`src/rtl/fetch_sequencer_pkg.sv`:
```
// fetch_sequencer_pkg: shared state encoding and byte-counter width for fetch_sequencer
package fetch_sequencer_pkg;
  typedef enum logic [1:0] {FETCH, WAIT, ISSUE, HALTED} fetch_state_e;
  localparam int FETCH_BEAT_W = 4;
endpackage

```
`src/rtl/fetch_sequencer.sv`:
```
// fetch_sequencer: fetches INST_W_BYTES bytes at pc from byte-wide imem, assembles and issues them
// Ports:
//   clk, rst_n                  clock, asynchronous active-low reset
//   pc / pc_en                  current program counter / one-cycle strobe per consumed instruction
//   imem_req/addr/gnt           byte read request channel (addr = pc + byte index)
//   imem_rvalid/rdata           byte read response channel
//   inst/inst_valid/inst_ready  assembled little-endian instruction to decoder
//   flush                       abandon current fetch and restart at pc byte 0
//   halt_req / halted           stop at next instruction boundary / core parked
//   stall_count                 cycles spent in FETCH or WAIT (only with FETCH_STALL_COUNT_EN, else 0)
// Build option: define FETCH_STALL_COUNT_EN to implement the saturating stall counter.
module fetch_sequencer
  import fetch_sequencer_pkg::*;
#(
  parameter int I_ADDR_W     = 12,
  parameter int INST_W_BYTES = 2,
  parameter int STALL_CNT_W  = 16
) (
  input  logic                      clk,
  input  logic                      rst_n,
  input  logic [I_ADDR_W-1:0]       pc,
  output logic                      pc_en,
  output logic                      imem_req,
  output logic [I_ADDR_W-1:0]       imem_addr,
  input  logic                      imem_gnt,
  input  logic                      imem_rvalid,
  input  logic [7:0]                imem_rdata,
  output logic [8*INST_W_BYTES-1:0] inst,
  output logic                      inst_valid,
  input  logic                      inst_ready,
  input  logic                      flush,
  input  logic                      halt_req,
  output logic                      halted,
  output logic [STALL_CNT_W-1:0]    stall_count
);
  fetch_state_e              state, state_nx;
  logic [FETCH_BEAT_W-1:0]   byte_idx, byte_idx_nx;
  logic [8*INST_W_BYTES-1:0] inst_nx;
  logic                      drop_pending, drop_nx;
  logic                      last;

  assign last = byte_idx == FETCH_BEAT_W'(INST_W_BYTES - 1);

  always_comb begin
    state_nx    = state;
    byte_idx_nx = byte_idx;
    inst_nx     = inst;
    drop_nx     = drop_pending;
    imem_req    = rst_n & (state == FETCH);
    imem_addr   = pc + I_ADDR_W'(byte_idx);
    inst_valid  = state == ISSUE;
    halted      = state == HALTED;
    pc_en       = inst_valid & inst_ready & ~flush;
    case (state)
      FETCH: begin
        if (flush) byte_idx_nx = '0;
        // a grant coinciding with flush still owes an rvalid, so it must be drained
        if (imem_gnt) begin
          state_nx = WAIT;
          drop_nx  = flush;
        end
      end
      WAIT: begin
        if (imem_rvalid) begin
          drop_nx = 1'b0;
          if (drop_pending | flush) begin
            byte_idx_nx = '0;
            state_nx    = FETCH;
          end else begin
            inst_nx[8*int'(byte_idx) +: 8] = imem_rdata;
            byte_idx_nx = last ? '0 : byte_idx + 1'b1;
            state_nx    = last ? ISSUE : FETCH;
          end
        end else if (flush) drop_nx = 1'b1;
      end
      ISSUE: begin
        if (flush) state_nx = FETCH;
        else if (inst_ready) state_nx = halt_req ? HALTED : FETCH;
      end
      HALTED: state_nx = halt_req ? HALTED : FETCH;
      default: state_nx = FETCH;
    endcase
  end

  always_ff @(posedge clk or negedge rst_n) begin
    if (!rst_n) begin
      state        <= FETCH;
      byte_idx     <= '0;
      inst         <= '0;
      drop_pending <= 1'b0;
    end else begin
      state        <= state_nx;
      byte_idx     <= byte_idx_nx;
      inst         <= inst_nx;
      drop_pending <= drop_nx;
    end
  end

`ifdef FETCH_STALL_COUNT_EN
  always_ff @(posedge clk or negedge rst_n) begin
    if (!rst_n) stall_count <= '0;
    else if ((state == FETCH || state == WAIT) && stall_count != '1) stall_count <= stall_count + 1'b1;
  end
`else
  assign stall_count = '0;
`endif
endmodule

```
`config.mk`:
```
export PLATFORM = sky130hd
export DESIGN_NAME = fetch_sequencer
export DESIGN_NICKNAME = d
export VERILOG_FILES = /design/src/rtl/fetch_sequencer_pkg.sv /design/src/rtl/fetch_sequencer.sv
export SDC_FILE = /design/constraint.sdc
export NUM_CORES = 1
export LEC_CHECK = 0
export ABC_AREA = 1
export CORE_MARGIN = 4
export CORE_UTILIZATION = 40
export CTS_CLUSTER_SIZE = 25
export DETAILED_ROUTE_END_ITERATION = 12
export PLACE_DENSITY_LB_ADDON = 0.1
export SYNTH_ARGS = -nofsm -noshare
export SYNTH_HDL_FRONTEND = slang
export SYNTH_SLANG_ARGS = --single-unit
export TNS_END_PERCENT = 100
```
`constraint.sdc`:
```
create_clock -name clk -period 2.29 [get_ports clk]
set_clock_uncertainty 0.05 [all_clocks]
set_input_delay 0.458 -clock clk [delete_from_list [all_inputs] [get_ports clk]]
set_output_delay 0.458 -clock clk [all_outputs]
set_load 0.005 [all_outputs]
```
After elaboration in Yosys (flattened, before gate mapping):

Index checks and enable logic that the tools add are counted.

* $add $sub $neg: 3
* eq/ne operators: 9
* shifts and indexed selects: 2
* multiplexer cells: 18
* bitwise gates (word level): 6
* reductions and logical operators: 6

Operators by type and width (count)
* 7-bit negation with 33-bit output: 1
* 8-bit by 33-bit variable shift with 16-bit output, first input constant: 1
* 8-bit by 33-bit variable part select with 16-bit output: 1
* 16-bit bitwise mux: 1
* 4-bit two-way mux: 4
* 2-bit two-way mux: 7
* 12-bit by 4-bit adder with 12-bit output: 1
* 3-bit AND reduction: 4
* 2-bit one-hot mux with 4 select lines: 1
* 4-bit one-hot mux with 2 select lines: 1
* 2-bit inequality test, second input constant: 3
* 4-bit by 1-bit adder with 4-bit output, second input constant: 1
* 2-bit == test, second input constant: 2
* 4-bit by 1-bit == test with 1-bit output, second input constant: 1
* 1-bit bitwise AND: 3
* 1-bit two-way mux: 3
* 3-bit by 1-bit inequality test with 1-bit output, second input constant: 1
* 3-bit inequality test, second input constant: 1
* 2-bit by 1-bit == test with 1-bit output, second input constant: 1
* 2-bit zero test: 1
* 1-bit inverter: 2
* 1-bit one-hot mux with 2 select lines: 1
* 2-bit nonzero test: 1
* 1-bit bitwise OR: 1

* register bits after elaboration: 23
* input port bits: 27
* output and inout port bits: 48
* logic and storage cells: 48

Logic depth before layout (Yosys ltp):

* word-level depth: 5
* gate-level depth with buffers: 15
* mapped depth without buffers: 14

Worst setup path after synthesis:

Ideal clock, no wire load.

* path kind: input to output
* start: input pc[0]
* end: output imem_addr[10]
* data arrival time: 1698 ps
* required time: 1782 ps
* path slack: 84 ps
* cell stages on the path: 7
* path buffers: 0
* cell sequence: ha_1 -> inv_1 -> fa_1 -> o21ai_1 -> nand2_1 -> nor2_1 -> xor2_1

* word-level cells in the longest chain between the ends: 1

Ends and longest elaborated chain
* start: declaration: line fetch_sequencer.sv:21 `input logic [I_ADDR_W-1:0] pc,`
* 12-bit by 4-bit adder with 12-bit output: line fetch_sequencer.sv:50 `imem_addr = pc + I_ADDR_W'(byte_idx);`
* end: declaration: line fetch_sequencer.sv:24 `output logic [I_ADDR_W-1:0] imem_addr,`

Every way passes these cells.

Worst setup path in the final report:

* start: register byte_idx[0]
* end: output imem_addr[10]

* word-level cells in the longest chain between the ends: 1

Ends and longest elaborated chain
* start: declaration: line fetch_sequencer.sv:37 `logic [FETCH_BEAT_W-1:0] byte_idx, byte_idx_nx;`
* start signal: assignment: line fetch_sequencer.sv:93 `byte_idx <= byte_idx_nx;`
* 12-bit by 4-bit adder with 12-bit output: line fetch_sequencer.sv:50

Every way passes these cells.

==> run metrics <==
global-route wire length before repair=8080 um; clk buf depth=2; CP required=1.78 ns; initial cell density of the core=41.2%; top cell type's share of synthesized area=29.5%; Post-Synthesis Cells=259; status=complete, but fails checks; Synth cell types=34; root buffer cell=clkbuf_8; worst path bufs/invs=3; CP max FO=2; top cells by area, synth=dfrtp_1 (30%), nand2_1 (12%), nand3_1 (7.5%), buf_4 (6.6%), ha_1 (5.1%); CTS tree=built; Hold Path Class=register to register; delay of the slowest critical-path stage=0.36 ns; hold slack=0.434 ns; Slowest cell on crit path=dfrtp_1; Vias=1869; Initial DRT Pass Iterations=5; Syn-to-layout area delta=49.6%; Startpoint Class=register; Final Cycle Share=109%; Initial DRC Count=38; Die Wd=77.8 um; row count=25; hpwl dp=3670 um; P_leak=1.44 nW; Clock Sinks=23; io pins=75; Post-synth top cells=nand2_1 (61), nand3_1 (29), dfrtp_1 (23); mean cell area of the mapped netlist=7.52 um^2; Final Non-Filler Cells=415; Util after Layout=61.7%; CP Capture Type=output port; PwrDens=621 nW/um^2; Residual DRC=0; fraction of layout cells with a size suffix above 1=29.9%; count leader, synth=nand2_1; vias in the first global route=1802; later-pin clock latency in the skew report=0.27 ns; Final nets=385; #FFs+latches synth=23; Synth Cell Area=1950 um^2; Seq/Total Area, Yosys=29.5%; failing checks=negative setup slack; Final Hold Viols=0; Top FF cell, synth=dfrtp_1; Final Slew Violations=0; die area=6050 um^2; Routed Antenna Nets=0; WL/cell=11.4 um; largest net degree at the start of global routing=24; Critical Path AT=1.98 ns; final setup violation count=5; final wirelength=4740 um; Max VDD drop=0.488 mV; vias per inst=4.50; Die Y=77.8 um; crit path kind=register to output port; Ant. Diodes=0; Num CTS Buffers=3; filler cell count=407; min cycle time layout=2.49 ns; initial antenna violation count=0; fmax=401 MHz; global placement routability congestion=0.858; max-cap violation count=0; hold bufs inserted after CTS=0; worst setup margin=-0.201 ns; GRT overflow=0; number of synthesized flops with an enable pin=0; RSZ-0062 raised after global routing=yes; DP Cell Count=401; core area=4720 um^2; Synth area leader=dfrtp_1; family with the most delay on the worst path=adder cells; crit-path cells=ha_2, inv_2, fa_2, o21ai_2, buf_4, nand2_4, nor2_4, xor2_1, buf_2; yosys warns=0; CTS H-tree depth=1; GRT Overall Usage=16.4%; PortBufs=58; CTS clock-pin slew for the worst setup and hold paths=0.08 ns; Post-synth ARST share=100%
## kinds of logic after synthesis
kind of cell / Yosys count / share of synthesized area [%]
DFF: 23 / 29.5
other: 1 / 0.192
xor gates and xnor gates: 10 / 4.50
AOI/OAI and AO/OA: 25 / 8.22
buffers and inverters: 53 / 15.0
adders and majority gates: 9 / 6.17
and+or+nand+nor: 138 / 36.4
## metal layers
layer	GRT usage [%]	up-vias	wire length, um
met5	0	-	0
met4	3.20	0	33
met3	3.02	4	216
met2	27.1	47	2200
met1	22.3	845	2290
li1	-	973	-
## power breakdown
group	internal, mW	switching (mW)	total (mW)	leakage, nW
logic	0.454	0.560	1.01	1.11
registers	0.482	0.0566	0.539	0.305
clock network	0.124	0.134	0.258	0.0228
## registers in the layout (all words and copies together) (netlist names)
register	cells
state	2
drop_pending	1
inst	16
byte_idx	4
## cell usage in the layout, fill, tap and decap left out, drive strengths merged
cell / count
a21oi: 6
buf: 41
clkbuf: 7
clkdlybuf4s15: 3
clkdlybuf4s50: 40
clkinv: 1
conb: 16
dfrtp: 23
dlygate4sd2: 4
dlymetal6s2s: 1
fa: 1
ha: 8
inv: 30
nand2: 70
nand3: 30
nand3b: 2
nand4: 2
nor2: 28
nor3: 2
nor3b: 3
nor4: 1
o211ai: 2
o21ai: 14
o22ai: 3
xnor2: 2
xor2: 8
## area by class of cell
type / instances / area, um^2 / share of cell area (%)
flip-flops and latches: 23 / 576 / 19.8
repair buffers: 92 / 815 / 28.0
clock buffers: 4 / 45.0 / 1.55
inverters: 31 / 121 / 4.16
well taps: 67 / 83.8 / 2.88
multi-input cells: 198 / 1270 / 43.7
## worst reg2reg max path, delay by kind of cell, from the launching register on
kind	cells	cell delay [ns]
and+or+nand+nor	7	0.69
DFF	1	0.36
AOI/OAI and AO/OA	1	0.05
buffers and inverters	6	0.54
adders and majority gates	1	0.27
## metrics by stage
step	total power, mW	cell area, um^2	TNS [ns]	setup WS (ns)
after floorplan	1.19	2000	0	0.0837
after CTS	1.81	2860	-0.598	-0.183
final	1.81	2910	-0.578	-0.201
after detailed placement	1.52	2680	-7.52	-0.970
after global placement	1.52	2680	-6.84	-0.844
after global routing	1.97	2910	-1.21	-0.328
## what timing repair did
| item | in CTS | in global routing |
|---|---|---|
| endpoints found under the setup margin | 11 | 27 |
| pin swaps | 14 | 17 |
| setup buffers | 9 | 3 |
| resized for setup | 60 | 22 |
## final timing paths
path / start / to / slack, ns / cells past startpoint
hold / removal: inst[11] / inst[11] / 0.43 / 2
setup / recovery: byte_idx[0] / imem_addr[10] / -0.20 / 9
setup reg to reg: byte_idx[0] / inst[0] / 0.21 / 15
max in group asynchronous: rst_n / inst[5] / 1.32 / 2
hold reg to reg: inst[11] / inst[11] / 0.43 / 2
min in group asynchronous: rst_n / byte_idx[2] / 0.63 / 2
Power figures use the tool's default switching activity.
